### config.mk
export PLATFORM = sky130hd
export DESIGN_NAME = fetch_ctrl
export DESIGN_NICKNAME = d
export VERILOG_FILES = /design/src/rtl/fetch_pkg.sv /design/src/rtl/fetch_ctrl.sv
export SDC_FILE = /design/constraint.sdc
export NUM_CORES = 1
export LEC_CHECK = 0
export CORE_MARGIN = 4
export CORE_UTILIZATION = 44
export CTS_BUF_LIST = sky130_fd_sc_hd__clkbuf_8
export DETAILED_ROUTE_END_ITERATION = 8
export PLACE_DENSITY = 0.9
export SYNTH_ARGS = -nofsm -noshare
export SYNTH_HDL_FRONTEND = slang
export SYNTH_SLANG_ARGS = --single-unit
### constraint.sdc
create_clock -name clk -period 1.6 [get_ports clk]
set_input_delay 0.24 -clock clk [delete_from_list [all_inputs] [get_ports clk]]
set_output_delay 0.24 -clock clk [all_outputs]
set_load 0.05 [all_outputs]
### src/rtl/fetch_pkg.sv
// rtl/fetch_pkg.sv - shared defaults and state type for the instruction fetch controller
//
// Purpose: default widths, the halt opcode and the fetch FSM state enum used
// by fetch_ctrl and anything that instantiates it.
// Ports: none (package).

package fetch_pkg;

  localparam int         DEF_ADDR_W  = 4;
  localparam int         DEF_DATA_W  = 4;
  localparam logic [3:0] DEF_HALT_OP = 4'hF;

  typedef enum logic [1:0] {
    S_IDLE   = 2'd0,
    S_RUN    = 2'd1,
    S_HALTED = 2'd2
  } fetch_state_t;

endpackage

### src/rtl/fetch_ctrl.sv
// rtl/fetch_ctrl.sv - instruction fetch controller with a one-word output register
//
// Purpose: walks a program counter through an external combinational
// instruction memory and presents each word on a valid/ready output register.
// Supports start, stop and redirect, with backpressure from the consumer.
// Build option: define FETCH_CTRL_HALT_EN to stop fetching after a captured
// word equal to HALT_OP (state HALTED); otherwise HALT_OP is an ordinary word.
//
// Ports:
//   clk          in   rising-edge clock
//   rst_n        in   synchronous active-low reset
//   start        in   begin fetching at start_addr (ignored while running)
//   start_addr   in   first fetch address
//   stop         in   abort fetching, return to idle
//   redir_valid  in   redirect request (any state)
//   redir_addr   in   redirect target
//   mem_addr     out  address to instruction memory (always the pc)
//   mem_data     in   memory word for mem_addr, same cycle
//   instr_valid  out  instr/instr_pc hold a valid word
//   instr_ready  in   consumer accepts the word
//   instr        out  fetched word
//   instr_pc     out  address of instr
//   busy         out  state is RUN
//   halted       out  state is HALTED

module fetch_ctrl
  import fetch_pkg::*;
#(
  parameter int               ADDR_W  = DEF_ADDR_W,
  parameter int               DATA_W  = DEF_DATA_W,
  parameter logic [DATA_W-1:0] HALT_OP = DATA_W'(DEF_HALT_OP)
) (
  input  logic              clk,
  input  logic              rst_n,
  input  logic              start,
  input  logic [ADDR_W-1:0] start_addr,
  input  logic              stop,
  input  logic              redir_valid,
  input  logic [ADDR_W-1:0] redir_addr,
  output logic [ADDR_W-1:0] mem_addr,
  input  logic [DATA_W-1:0] mem_data,
  output logic              instr_valid,
  input  logic              instr_ready,
  output logic [DATA_W-1:0] instr,
  output logic [ADDR_W-1:0] instr_pc,
  output logic              busy,
  output logic              halted
);

`ifdef FETCH_CTRL_HALT_EN
  localparam bit HALT_ENABLE = 1'b1;
`else
  localparam bit HALT_ENABLE = 1'b0;
`endif

  fetch_state_t      state, state_next;
  logic [ADDR_W-1:0] pc, pc_next;
  logic [DATA_W-1:0] instr_next;
  logic [ADDR_W-1:0] instr_pc_next;
  logic              valid_next;
  logic              capture;
  logic              halt_hit;

  always_ff @(posedge clk) begin
    if (!rst_n) begin
      state       <= S_IDLE;
      pc          <= '0;
      instr       <= '0;
      instr_pc    <= '0;
      instr_valid <= 1'b0;
    end else begin
      state       <= state_next;
      pc          <= pc_next;
      instr       <= instr_next;
      instr_pc    <= instr_pc_next;
      instr_valid <= valid_next;
    end
  end

  always_comb begin
    state_next    = state;
    pc_next       = pc;
    instr_next    = instr;
    instr_pc_next = instr_pc;
    valid_next    = instr_valid;
    // The output register can take a new word when empty or being emptied.
    capture  = (state == S_RUN) && (!instr_valid || instr_ready);
    halt_hit = HALT_ENABLE && (mem_data == HALT_OP);

    if (stop) begin
      state_next = S_IDLE;
      valid_next = 1'b0;
    end else if (redir_valid) begin
      // Any held word belongs to the abandoned stream.
      pc_next    = redir_addr;
      valid_next = 1'b0;
      state_next = S_RUN;
    end else if (start && (state != S_RUN)) begin
      pc_next    = start_addr;
      state_next = S_RUN;
      // A leftover word (e.g. the halt word) still completes its handshake.
      if (instr_valid && instr_ready) valid_next = 1'b0;
    end else if (capture) begin
      instr_next    = mem_data;
      instr_pc_next = pc;
      valid_next    = 1'b1;
      if (halt_hit) begin
        // pc stays on the halt word's address.
        state_next = S_HALTED;
      end else begin
        pc_next = pc + ADDR_W'(1);
      end
    end else if (instr_valid && instr_ready) begin
      valid_next = 1'b0;
    end
  end

  assign mem_addr = pc;
  assign busy     = (state == S_RUN);
  assign halted   = (state == S_HALTED);

endmodule

==> results of run 1 <==
power groups by stage:
stage / Clock (uW) / Combinational (uW) / Sequential [uW]
after floorplan: 0 / 106 / 426
after global placement: 0 / 232 / 388
after detailed placement: 0 / 237 / 389
after CTS: 345 / 238 / 382
after global routing: 359 / 253 / 384
final: 338 / 237 / 382
synth_stat cells:
cell	count
a2111oi_2	2
a2111oi_4	1
nor2b_1	10
nand2_1	3
mux2_4	1
nor4b_2	1
clkbuf_1	1
o21ai_0	1
mux2i_1	8
xnor2_1	1
a211oi_4	1
o21ai_1	1
nor3b_2	1
conb_1	1
a311oi_1	1
dfxtp_1	14
inv_1	1
a211oi_1	1
nor3_1	2
ha_1	1
o211ai_1	2
buf_4	4
a21oi_1	1
nor2b_4	1
nand2b_1	3
a221oi_1	1
o41ai_2	1
nor3b_1	2
and3_1	2
nor2_1	4
buf_6	2
o21ba_1	1
o41ai_1	1
inv_2	1
final timing paths:
path | startpoint | to | cells after the start
setup / recovery | instr_ready | mem_addr[0] | 5
hold / removal | instr_pc[2] | instr_pc[2] | 2
setup reg to reg | state[0] | mem_addr[0] | 4
hold reg to reg | instr_pc[2] | instr_pc[2] | 2
through the flow:
stage          worst slack, ps  hold slack (ps)  power [uW]  std cells
2_1_floorplan            -28.2              374         532         79
3_3_place_gp             -92.1              497         621        138
3_5_place_dp              -163              519         627        138
4_1_cts                   63.3              526         965        142
5_1_grt                   19.5              550         997        142
6_report                  68.2              525         958        142
cell families after synthesis:
logic type | Yosys count | synth area share [%]
AOI/OAI and AO/OA | 15 | 20.5
xor gates and xnor gates | 1 | 1.07
adders and majority gates | 1 | 1.53
buffers and inverters | 9 | 7.80
DFF | 14 | 34.3
muxes | 9 | 11.6
other | 1 | 0.458
and+or+nand+nor | 29 | 22.8
layout make-up:
cell class | instances | area [sq um] | share of cell area [%]
inverters | 2 | 7.51 | 0.618
clock buffers | 4 | 55.1 | 4.53
well taps | 25 | 31.3 | 2.57
flip-flops and latches | 14 | 284 | 23.4
repair buffers | 41 | 363 | 29.9
multi-input cells | 56 | 474 | 39.0
routing by layer:
layer / global-route usage, % / part of all wire, % / vias to the layer above
met2: 30.9 / 52 / 25
met3: 3.50 / 5.5 / 4
met4: 9.42 / 2.3 / 0
li1: - / - / 360
met5: 0 / 0 / -
met1: 19.0 / 40 / 356
critical path: stages:
cell,delay [ps]
clkdlybuf4s50_1,430
nand2b_1,230
a21oi_1,250
mux2_4,340
a2111oi_4,180
layout by cell type (no fill, tap or decap), types with 3 or more instances in the layout:
cell type        instances
nand2_1                  3
clkdlybuf4s50_1         17
nor2_1                   4
buf_4                   23
nand2b_1                 3
clkbuf_8                 4
dfxtp_1                 11
nor2b_1                 10
mux2i_1                  8
dfxtp_2                  3
state kept, by name (all words and copies together) (netlist names):
| signal | cells |
|---|---|
| instr_pc | 4 |
| instr | 4 |
| mem_addr | 4 |
| state | 1 |
| instr_valid | 1 |
==> flow_metrics.tcl, run 1 <==
set metrics [dict create \
    setup_viol 0 \
    arrival_ps 1670 \
    drtPass1Iterations 4 \
    fill_cells 138 \
    synth-seq-cells 14 \
    swShare_pct 27.2 \
    vias 745 \
    synth_top_area_cell "dfxtp_1" \
    synthCells 79 \
    cp-start-kind "input port" \
    ir_drop_uv 474 \
    power.static_leakage_uw 0.000474 \
    clkPwrFrac_pct 35.3 \
    grt_max_degree 12 \
    hold_viol_final 0 \
    fin_util_pct 69.6 \
    ant_nets 0 \
    grt-ovfl-total 0 \
    fin_area_sq_mm 0.00121 \
    yosysTopAreaCellShare_pct 34.3 \
    period_needed_ps 1530 \
    drtIter0Drc 17 \
    synth_area_sq_um 818 \
    seq_area_frac_synth_pct 34.3 \
    post-route-period-util_pct 95.7 \
    grt_pass1_wl_microns 3340 \
    status "complete, no violations" \
    clock_skew_ps 5.76 \
    crit_type "input port to flip-flop" \
    maxCapViolCount 0 \
    wirelength_microns 2030 \
    syn_to_final_growth_pct 48.5 \
    worstSetupEndpointType "flip-flop" \
    regToRegSetupSlack_ps 180 \
    cts_hold_buffers 0 \
    io_buffers 31 \
    syn_area_per_cell_sq_um 10.4 \
    die_area_sq_mm 0.00261 \
    synth_area_leaders "dfxtp_1 (34%), mux2i_1 (9.8%), nor2b_1 (7.6%), a2111oi_2 (3.7%), buf_4 (3.7%)" \
    wire_per_inst_microns 14.3 \
    grtUsageTotal_pct 17.4 \
    synth_nets 98 \
    placed_cell_area_sq_mm 0.00116 \
    yosysWarnings 0 \
    coreArea_sq_mm 0.00175 \
    slew_violations 0 \
    cts.clk_slew.worst_paths_ps 60 \
    ys_types 34 \
    final_nets 137 \
    boundaryPins 33 \
    cts_resized 0 \
    intPower_uw 698 \
    switching_power_uw 260 \
    seqPwrFrac_pct 39.9 \
    rows 15 \
    clkLatencyLatePin_ps 240 \
    die_w_microns 51.1 \
    tns_ps 0 \
    start_util_pct 46.9 \
    crit_path_max_fanout 3 \
    die-height_microns 51.1 \
    gp_congestion 0.758 \
    rsz0062_at_grt "no" \
    clock_sinks 14 \
    critPathRequiredTime_ps 1740 \
    clock_path_buffers 2 \
    cts_setup_buffers 0 \
    combPwrFrac_pct 24.8 \
    hp-class "flip-flop to flip-flop" \
    cts_root_buf "clkbuf_8" \
    dp_hpwl_microns 1590 \
    fmax_ghz 0.653 \
    via_per_inst 5.25 \
    numCtsBuffers 3 \
    power_density_mw_per_mm2 788 \
    cts_max_level 1 \
    diodes 0 \
    antenna_found_initial 0 \
    drive_gt1_share_pct 35.0 \
    grt_pass1_vias 752 \
    drc 0 \
    cts_tree "built" \
]
(Power assumes the default switching activity.)
==> inputs of run 2 (changes only) <==
ABC_AREA = 0   (was unset)
==> results of run 2 <==
Final layout, timing and power as in run 1 (identical DEF).
